## src/rtl/mc_pkg.sv

```systemverilog
// Shared encodings for the multi-cycle MIPS controller and the datapath it drives.
package mc_pkg;

  typedef enum logic [3:0] {
    S_FETCH    = 4'd0,
    S_DECODE   = 4'd1,
    S_MEMADDR  = 4'd2,
    S_MEMREAD  = 4'd3,
    S_MEMWB    = 4'd4,
    S_MEMWRITE = 4'd5,
    S_EXEC     = 4'd6,
    S_RWB      = 4'd7,
    S_BRANCH   = 4'd8,
    S_JUMP     = 4'd9,
    S_IMMEXEC  = 4'd10,
    S_IMMWB    = 4'd11,
    S_TRAP     = 4'd12
  } state_e;

  localparam logic [5:0] OP_RTYPE = 6'b000000;
  localparam logic [5:0] OP_J     = 6'b000010;
  localparam logic [5:0] OP_BEQ   = 6'b000100;
  localparam logic [5:0] OP_BNE   = 6'b000101;
  localparam logic [5:0] OP_ADDI  = 6'b001000;
  localparam logic [5:0] OP_ANDI  = 6'b001100;
  localparam logic [5:0] OP_ORI   = 6'b001101;
  localparam logic [5:0] OP_LW    = 6'b100011;
  localparam logic [5:0] OP_SW    = 6'b101011;

  typedef enum logic [3:0] {
    ALU_ADD   = 4'd0,
    ALU_SUB   = 4'd1,
    ALU_FUNCT = 4'd2,
    ALU_AND   = 4'd3,
    ALU_OR    = 4'd4
  } alu_op_e;

  typedef enum logic [1:0] {
    SRCB_REG       = 2'd0,
    SRCB_FOUR      = 2'd1,
    SRCB_IMM       = 2'd2,
    SRCB_IMM_SHIFT = 2'd3
  } alu_src_b_e;

  typedef enum logic [1:0] {
    PC_ALU    = 2'd0,
    PC_ALUOUT = 2'd1,
    PC_JUMP   = 2'd2
  } pc_source_e;

endpackage

```

## src/rtl/mc_retire_counter.sv

```systemverilog
// Retired-instruction counter: increments on enable, wraps naturally, async clear.
module mc_retire_counter #(
  parameter int Width = 32
) (
  input  logic             clk,
  input  logic             rst_n,
  input  logic             en,
  output logic [Width-1:0] count
);

  // NOTE: sequential state uses non-blocking assignment so all registers update together at the edge.
  always_ff @(posedge clk or negedge rst_n) begin
    if (!rst_n)  count <= '0;
    else if (en) count <= count + Width'(1);
  end

endmodule

```

## src/rtl/mc_control.sv

```systemverilog
// Multi-cycle MIPS control FSM with memory handshake, stall, illegal-opcode trap and retire counter.
module mc_control
  import mc_pkg::*;
#(
  parameter int OpcodeSize = 6,
  parameter int ALUOpSize  = 4,
  parameter int StateSize  = 4,
  parameter int CountWidth = 32
) (
  input  logic                  Clk,
  input  logic                  Reset,
  input  logic [OpcodeSize-1:0] Opcode,
  input  logic                  MemReady,
  input  logic                  Stall,
  output logic [StateSize-1:0]  SystemState,
  output logic                  MemReq,
  output logic [1:0]            PCSource,
  output logic                  PCWrite,
  output logic                  BEQcontrol,
  output logic                  BNEcontrol,
  output logic [ALUOpSize-1:0]  AluOp,
  output logic                  AluSrcA,
  output logic [1:0]            AluSrcB,
  output logic                  IRWrite,
  output logic                  RFWrite,
  output logic                  MDRWrite,
  output logic                  DMemWrite,
  output logic                  MemToReg,
  output logic                  ImmedAddr,
  output logic                  IllegalOp,
  output logic [CountWidth-1:0] RetireCount
);

  localparam logic [OpcodeSize-1:0] RTYPE = OpcodeSize'(OP_RTYPE);
  localparam logic [OpcodeSize-1:0] J     = OpcodeSize'(OP_J);
  localparam logic [OpcodeSize-1:0] BEQ   = OpcodeSize'(OP_BEQ);
  localparam logic [OpcodeSize-1:0] BNE   = OpcodeSize'(OP_BNE);
  localparam logic [OpcodeSize-1:0] ADDI  = OpcodeSize'(OP_ADDI);
  localparam logic [OpcodeSize-1:0] ANDI  = OpcodeSize'(OP_ANDI);
  localparam logic [OpcodeSize-1:0] ORI   = OpcodeSize'(OP_ORI);
  localparam logic [OpcodeSize-1:0] LW    = OpcodeSize'(OP_LW);
  localparam logic [OpcodeSize-1:0] SW    = OpcodeSize'(OP_SW);

  state_e     state, next_state;
  alu_op_e    alu_op;
  alu_src_b_e alu_src_b;
  pc_source_e pc_source;
  logic mem_req, pc_write, beq, bne, ir_write, rf_write, mdr_write, dmem_write;
  logic alu_src_a, mem_to_reg, immed_addr, illegal;
  logic retire_en;
  logic [CountWidth-1:0] count;

  always_ff @(posedge Clk or negedge Reset) begin
    if (!Reset) state <= S_FETCH;
    else        state <= next_state;
  end

  always_comb begin
    // NOTE: every output gets a default first so no path through the case can infer a latch.
    next_state = state;
    mem_req    = 1'b0;
    pc_write   = 1'b0;
    beq        = 1'b0;
    bne        = 1'b0;
    ir_write   = 1'b0;
    rf_write   = 1'b0;
    mdr_write  = 1'b0;
    dmem_write = 1'b0;
    mem_to_reg = 1'b0;
    immed_addr = 1'b0;
    illegal    = 1'b0;
    alu_src_a  = 1'b0;
    alu_src_b  = SRCB_REG;
    alu_op     = ALU_ADD;
    pc_source  = PC_ALU;

    case (state)
      S_FETCH: begin
        mem_req   = 1'b1;
        alu_src_b = SRCB_FOUR;
        if (MemReady) begin
          ir_write   = 1'b1;
          pc_write   = 1'b1;
          next_state = S_DECODE;
        end
      end
      S_DECODE: begin
        alu_src_b = SRCB_IMM_SHIFT;
        case (Opcode)
          RTYPE:          next_state = S_EXEC;
          LW, SW:         next_state = S_MEMADDR;
          BEQ, BNE:       next_state = S_BRANCH;
          J:              next_state = S_JUMP;
          ADDI, ANDI, ORI: next_state = S_IMMEXEC;
          default:        next_state = S_TRAP;
        endcase
      end
      S_MEMADDR: begin
        alu_src_a  = 1'b1;
        alu_src_b  = SRCB_IMM;
        immed_addr = 1'b1;
        next_state = (Opcode == SW) ? S_MEMWRITE : S_MEMREAD;
      end
      S_MEMREAD: begin
        mem_req = 1'b1;
        if (MemReady) begin
          mdr_write  = 1'b1;
          next_state = S_MEMWB;
        end
      end
      S_MEMWB: begin
        rf_write   = 1'b1;
        mem_to_reg = 1'b1;
        next_state = S_FETCH;
      end
      S_MEMWRITE: begin
        mem_req    = 1'b1;
        dmem_write = 1'b1;
        if (MemReady) next_state = S_FETCH;
      end
      S_EXEC: begin
        alu_src_a  = 1'b1;
        alu_op     = ALU_FUNCT;
        next_state = S_RWB;
      end
      S_RWB, S_IMMWB: begin
        rf_write   = 1'b1;
        next_state = S_FETCH;
      end
      S_BRANCH: begin
        alu_src_a  = 1'b1;
        alu_op     = ALU_SUB;
        pc_source  = PC_ALUOUT;
        beq        = (Opcode == BEQ);
        bne        = (Opcode == BNE);
        next_state = S_FETCH;
      end
      S_JUMP: begin
        pc_source  = PC_JUMP;
        pc_write   = 1'b1;
        next_state = S_FETCH;
      end
      S_IMMEXEC: begin
        alu_src_a = 1'b1;
        alu_src_b = SRCB_IMM;
        case (Opcode)
          ANDI:    alu_op = ALU_AND;
          ORI:     alu_op = ALU_OR;
          default: begin
            alu_op     = ALU_ADD;
            immed_addr = 1'b1;
          end
        endcase
        next_state = S_IMMWB;
      end
      default: begin
        // TRAP and the unused encodings park here until reset
        illegal    = 1'b1;
        next_state = S_TRAP;
      end
    endcase

    // A stall freezes the FSM and drops every enable; a same-cycle MemReady is not consumed
    if (Stall) begin
      next_state = state;
      mem_req    = 1'b0;
      pc_write   = 1'b0;
      beq        = 1'b0;
      bne        = 1'b0;
      ir_write   = 1'b0;
      rf_write   = 1'b0;
      mdr_write  = 1'b0;
      dmem_write = 1'b0;
    end
  end

  assign retire_en = Reset && (state != S_FETCH) && (next_state == S_FETCH);

  mc_retire_counter #(.Width(CountWidth)) u_retire (
    .clk   (Clk),
    .rst_n (Reset),
    .en    (retire_en),
    .count (count)
  );

  assign SystemState = Reset ? StateSize'(state) : '0;
  assign MemReq      = Reset & mem_req;
  assign PCSource    = Reset ? pc_source : PC_ALU;
  assign PCWrite     = Reset & pc_write;
  assign BEQcontrol  = Reset & beq;
  assign BNEcontrol  = Reset & bne;
  assign AluOp       = Reset ? ALUOpSize'(alu_op) : '0;
  assign AluSrcA     = Reset & alu_src_a;
  assign AluSrcB     = Reset ? alu_src_b : SRCB_REG;
  assign IRWrite     = Reset & ir_write;
  assign RFWrite     = Reset & rf_write;
  assign MDRWrite    = Reset & mdr_write;
  assign DMemWrite   = Reset & dmem_write;
  assign MemToReg    = Reset & mem_to_reg;
  assign ImmedAddr   = Reset & immed_addr;
  assign IllegalOp   = Reset & illegal;
  assign RetireCount = Reset ? count : '0;

endmodule

```

## config.mk

```make
export PLATFORM = sky130hd
export DESIGN_NAME = mc_control
export DESIGN_NICKNAME = d
export VERILOG_FILES = /design/src/rtl/mc_pkg.sv /design/src/rtl/mc_retire_counter.sv /design/src/rtl/mc_control.sv
export SDC_FILE = /design/constraint.sdc
export NUM_CORES = 1
export LEC_CHECK = 0
export CAP_MARGIN = 20
export CORE_ASPECT_RATIO = 1.25
export CORE_UTILIZATION = 50
export CTS_CLUSTER_DIAMETER = 200
export DETAILED_ROUTE_END_ITERATION = 10
export PLACE_DENSITY = 0.83
export SYNTH_ARGS = -nofsm -noshare
export SYNTH_HDL_FRONTEND = slang
export SYNTH_SLANG_ARGS = --single-unit
```

## constraint.sdc

```tcl
create_clock -name Clk -period 2.6 [get_ports Clk]
set_input_delay 0.52 -clock Clk [delete_from_list [all_inputs] [get_ports Clk]]
set_output_delay 0.52 -clock Clk [all_outputs]
set_load 0.005 [all_outputs]
```

=== Word-level counts from Yosys, hierarchy flattened ===
Cells that the tools add are included.

* Register bits: 36
* Input bits: 10
* Output and inout port bits: 56
* Logic and storage cells: 88

* $add $sub $neg: 1
* Equality and inequality tests: 19
* Multiplexer cells: 38
* Bitwise operators: 12
* Reduce and logical (&&, ||, !) cells: 16

{| class="wikitable"
|+ Operators with widths
! operator !! count
|-
| $add A32 B1 Y32 const B || 1
|-
| $mux W32 || 1
|-
| $pmux W4 S8 || 1
|-
| $mux W4 || 6
|-
| $mux W1 || 20
|-
| $pmux W4 S5 || 1
|-
| $eq A6 B4 Y1 const B || 3
|-
| $eq A4 B3 Y1 const B || 4
|-
| $eq A4 B4 Y1 const B || 4
|-
| $and A1 B1 Y1 || 12
|-
| $eq A6 B3 Y1 const B || 2
|-
| $eq A6 B6 Y1 const B || 2
|-
| $reduce_or A12 Y1 || 1
|-
| $pmux W3 S3 || 1
|-
| $reduce_or A3 Y1 || 3
|-
| $eq A4 B2 Y1 const B || 2
|-
| $logic_not A4 Y1 || 2
|-
| $reduce_or A2 Y1 || 4
|-
| $eq A6 B2 Y1 const B || 1
|-
| $logic_not A6 Y1 || 1
|-
| $pmux W2 S3 || 1
|-
| $pmux W3 S2 || 1
|-
| $reduce_or A5 Y1 || 1
|-
| $eq A4 B1 Y1 const B || 1
|-
| other kinds (7) || 10
|}

=== Logic depth before layout (Yosys ltp) ===
* Depth after elaboration: 7
* Mapped depth: 9
* Gate-level depth less buffers: 6

=== Modules after synthesis ===
A second synthesis with hierarchy kept.

* Cells, all modules: 271
* Area, all modules: 2414.8 um2

{| class="wikitable"
|+ Modules (own cells, without submodules)
! module !! instances !! cells each !! area an instance (um2) !! sequential area each (um2)
|-
| mc_retire_counter || 1 || 123 || 1448.9 || 800.8
|-
| mc_control || 1 || 148 || 965.9 || 100.1
|}

=== Worst setup path after synthesis ===
Ideal clock, no wire load.

* Path type: input -> register
* Start point: input port Opcode[0]
* End point: register u_retire.count[14]
* Library setup time: 79 ps
* Arrival time: 2481 ps
* Data required time: 2521 ps
* Path slack: 39 ps
* Stages on the path: 9
* Buffers on the path: 3
* Cells stage by stage: buf_2 nor4_2 o21ai_1 a2111oi_0 or4b_1 clkbuf_1 buf_2 nor4_2 xor2_1

* Word-level cells in the longest chain between the ends: 7
* Elaborated cells between the ends (all ways): 18
* Those cells by class: eq/ne: 8; mux: 4; reduce/logical: 6

{| class="wikitable"
|+ RTL lines
! element !! RTL line !! RTL
|-
| start, declared || mc_control.sv:12 || <nowiki>input logic [OpcodeSize-1:0] Opcode,</nowiki>
|-
| $eq A6 B4 Y1, or another cell as far along || mc_control.sv:89 || <nowiki>case (Opcode)</nowiki>
|-
| $reduce_or A3 Y1 or $reduce_or A2 Y1 (tied branches) || mc_control.sv:89 ||
|-
| $pmux W4 S5 || mc_control.sv:89 ||
|-
| $pmux W4 S8 (*) || mc_control.sv:77 || <nowiki>case (state)</nowiki>
|-
| $mux W4 (*) || mc_control.sv:164 || <nowiki>if (Stall) begin</nowiki>
|-
| $logic_not A4 Y1 (*) || mc_control.sv:177 || <nowiki>assign retire_en = Reset && (state != S_FETCH) && (next_state == S_FETCH);</nowiki>
|-
| $logic_and A1 B1 Y1 (*) || mc_control.sv:177 ||
|-
| end signal, assigned || mc_retire_counter.sv:14 || <nowiki>else if (en) count <= count + Width'(1);</nowiki>
|-
| end, declared || mc_retire_counter.sv:8 || <nowiki>output logic [Width-1:0] count</nowiki>
|}

Every way passes the cells marked *; elsewhere a longest branch is shown, timed or not.
A chain may end at the register's enable or synchronous reset.

=== Final worst setup path ===
* Start point: register state[2]
* End point: register u_retire.count[24]

* Word-level cells in the longest chain between the ends: 6
* Elaborated cells between the ends (all ways): 22
* Those cells by class: eq/ne: 11; mux: 5; reduce/logical: 6

{| class="wikitable"
|+ RTL lines
! element !! RTL line !! RTL
|-
| start, declared || mc_control.sv:44 || <nowiki>state_e state, next_state;</nowiki>
|-
| start signal, assigned || mc_control.sv:55 || <nowiki>else state <= next_state;</nowiki>
|-
| $eq A4 B4 Y1 or $eq A4 B3 Y1 (tied branches) || mc_control.sv:77 ||
|-
| $reduce_or A5 Y1 (no source line) || n/a ||
|-
| $pmux W4 S8 (*) || mc_control.sv:77 ||
|-
| $mux W4 (*) || mc_control.sv:164 ||
|-
| via next_state[1] || mc_control.sv:44 ||
|-
| $logic_not A4 Y1 (*) || mc_control.sv:177 ||
|-
| $logic_and A1 B1 Y1 (*) || mc_control.sv:177 ||
|}

Mark *: on every way through the listed nets, which the timed path passes. The rest lies on a longest branch.

==> run_results.csv <==
group,metric,value,unit
die,dieWidth,67.6,um
power,p_per_area,698,nW/um^2
route,totalWireLength,9.85,mm
route,num_vias,3039,
synth,synth_flop_cell,"dfrtp_1",
critical_path,cp.arrival,2.93,ns
critical_path,critPathKind,"register to register",
place,io_buffers,64,
synth,yosys_register_bits,36,
place,hpwl,5.38,mm
finish,final_nets,428,
power,p_switching,1.23,mW
route,via_per_inst,6.33,
timing,holdWs,0.147,ns
clocking,worstSkewPairLatency,0.30,ns
die,fp-row-count,29,
power,power.leakage,1.93,nW
synth,async_flop_share,100,%
global_route,grt_pass1_wl,14.5,mm
clocking,cts_hold_buf,0,
synth,yosys.cell_types.count,49,
timing,min_period_over_period,104,%
run_status,violations,"negative setup slack",
synth,synth_edf_count,0,
route,ant_nets,0,
clocking,clk_pin_slew_worst_paths,0.08,ns
synth,syn_nets,323,
power,vdd_drop_max,571,uV
power,internal_power,1.69,mW
synth,syn_area,2690,um^2
clocking,clkSinkCount,36,
die,die-area,5670,um^2
timing,finalHoldViolCount,0,
finish,fin_util,82.0,%
timing,setup_viol,20,
power,power_frac_clock,17.1,%
synth,synth.yosys.seq_area_share,33.5,%
finish,drive_above_1_share,31.3,%
critical_path,cp.required,2.82,ns
synth,yosys_warnings,0,
clocking,h-tree-depth,2,
place,gp_congestion,0.953,
route,first_pass_iters,6,
finish,num_antenna_cells,0,
synth,synth_cells,312,
global_route,grt_usage,33.9,%
power,sw_frac_of_total,42.1,%
finish,syn2layout_area_growth,56.1,%
global_route,antenna_found_initial,0,
die,dieHeight,84.0,um
critical_path,end_kind,"register",
clocking,cts-buffers-inserted,5,
clocking,cts_tree,"done",
global_route,grt_max_degree,36,
die,ioPinCount,66,
timing,tightest_slew,0.598,ns
die,start_util,52.5,%
timing,fin_skew,0.0122,ns
clocking,cts_root_buf,"clkbuf_8",
power,seqPwrFrac,25.6,%
critical_path,reg2reg_slack,-0.11,ns
route,drc,0,
clocking,clock_path_buffers,2,
timing,max_freq,369,MHz
timing,slew_headroom,60.2,%
timing,rsz0062_at_grt,"true",
hold_path,hold_path_class,"input port to async pin",
route,route.detailed.wl_per_inst,20.5,um
timing,slew_viol_final,0,
critical_path,path_max_fanout,7,
timing,setup_slack,-0.110,ns
synth,avgSynthCellArea,8.61,um^2
critical_path,setup.worst_path.start_class,"register",
global_route,first_global_vias,3025,
run_status,status,"complete, but fails checks",
power,combPwrFrac,57.3,%
route,drt-initial-drc-count,278,
job,max_cap_viol_count,0,
global_route,overflow,0,
die,coreArea,5120,um^2
timing,layout_min_cycle_time,2.71,ns
## synth_stat cells (2+ instances only)
library cell	number	share of area, %
xnor2_1	2	0.65
nand2_1	10	1.4
nor2_1	21	2.9
buf_1	3	0.42
nand4_1	13	3.0
nand2b_1	9	2.1
a2111oi_0	2	0.65
dfrtp_1	36	34
a21oi_1	6	1.1
or4_1	2	0.56
and2_1	34	7.9
clkbuf_1	18	2.5
nor3b_1	2	0.56
a31oi_1	2	0.47
buf_6	2	0.84
or2_2	2	0.47
xor2_1	30	9.8
nand3_1	16	3.0
inv_1	5	0.70
nor3_1	28	5.2
o21ai_0	3	0.56
buf_2	5	0.93
nor4_1	6	1.4
nor2b_1	6	1.4
nor4_2	16	7.4
and3_1	10	2.3
## repair_timing
item / in CTS / in global routing
pin swaps: 14 / 16
cloned: 5 / 0
gates resized for setup: 63 / 44
endpoints found under the setup margin: 44 / 41
setup buffers: 5 / 4
## routing by layer
| metal | track usage (%) | vias up | part of all wire, % |
|---|---|---|---|
| met5 | 0 | - | 0 |
| met4 | 19.1 | 0 | 6.2 |
| met3 | 5.33 | 57 | 7.3 |
| met2 | 58.7 | 213 | 52 |
| met1 | 37.7 | 1450 | 35 |
| li1 | - | 1319 | - |
## cell type report
| type | count | area [um^2] |
|---|---|---|
| Multi-Input combinational cell | 242 | 1930 |
| Timing Repair Buffer | 127 | 1160 |
| Fill cell | 294 | 922 |
| Sequential cell | 36 | 905 |
| Tap cell | 62 | 77.6 |
| Clock buffer | 6 | 72.6 |
| Clock inverter | 2 | 35.0 |
| Inverter | 5 | 18.8 |
## sequential cells by signal, summed over array words and instances (netlist names)
name / count
u_retire.count: 32
state: 4
## cell families (layout without fill, tap and decap cells)
logic type      Yosys count  count (layout)  synth area share, %
compound gates           25              25                 6.84
fa+ha+maj                 1               1                0.465
mux                       1               1                0.419
flops                    36              36                 33.5
other cells               1               1                0.140
buf+inv                  34             140                 5.68
simple gates            182             182                 42.5
xor+xnor                 32              32                 10.4
## placed cells by master, fill, tap and decap left out, drive strengths merged, types with 9 or more instances in the layout
master,n
and2,34
and3,10
buf,69
clkbuf,10
clkdlybuf4s50,47
dfrtp,36
nand2,10
nand2b,9
nand3,16
nand4,13
nor2,21
nor3,28
nor4,22
xor2,30
## power by group through the flow
stage | sequential, mW | clock [mW] | combinational (mW)
after floorplan | 0.682 | 0 | 0.677
final | 0.749 | 0.502 | 1.68
after CTS | 0.729 | 0.496 | 1.45
after global routing | 0.758 | 0.523 | 1.76
after detailed placement | 0.739 | 0 | 1.09
after global placement | 0.737 | 0 | 1.07
## final timing paths
path,start,to,cells after the start
worst min-delay path,Reset,u_retire.count[24],2
max in group asynchronous,Reset,u_retire.count[7],5
worst min register to register,u_retire.count[31],u_retire.count[31],1
worst max-delay path,state[2],u_retire.count[24],8
worst max register to register,state[2],u_retire.count[24],8
min in group Clk,u_retire.count[31],u_retire.count[31],1
## worst max-delay path, stage by stage, from the launching register on
cell      delay [ns]
dfrtp_1         0.42
buf_6           0.14
nor2b_4         0.13
o311ai_2        0.31
o311ai_2        0.21
or4b_4          0.72
buf_12          0.21
nor4_4          0.31
xor2_1          0.18
## per-stage QoR
step / setup TNS (ns) / cells / setup WS (ns) / cell area, um^2 / total power [mW]
after floorplan: 0 / 312 / 0.0394 / 2690 / 1.36
after global placement: -19.93 / 458 / -0.633 / 3630 / 1.81
after detailed placement: -22.18 / 458 / -0.729 / 3630 / 1.83
after CTS: -0.106 / 476 / -0.0288 / 4050 / 2.68
after global routing: -2.85 / 480 / -0.170 / 4190 / 3.04
final: -0.738 / 480 / -0.110 / 4190 / 2.93
Note: power is estimated with default switching activity, not from simulation.
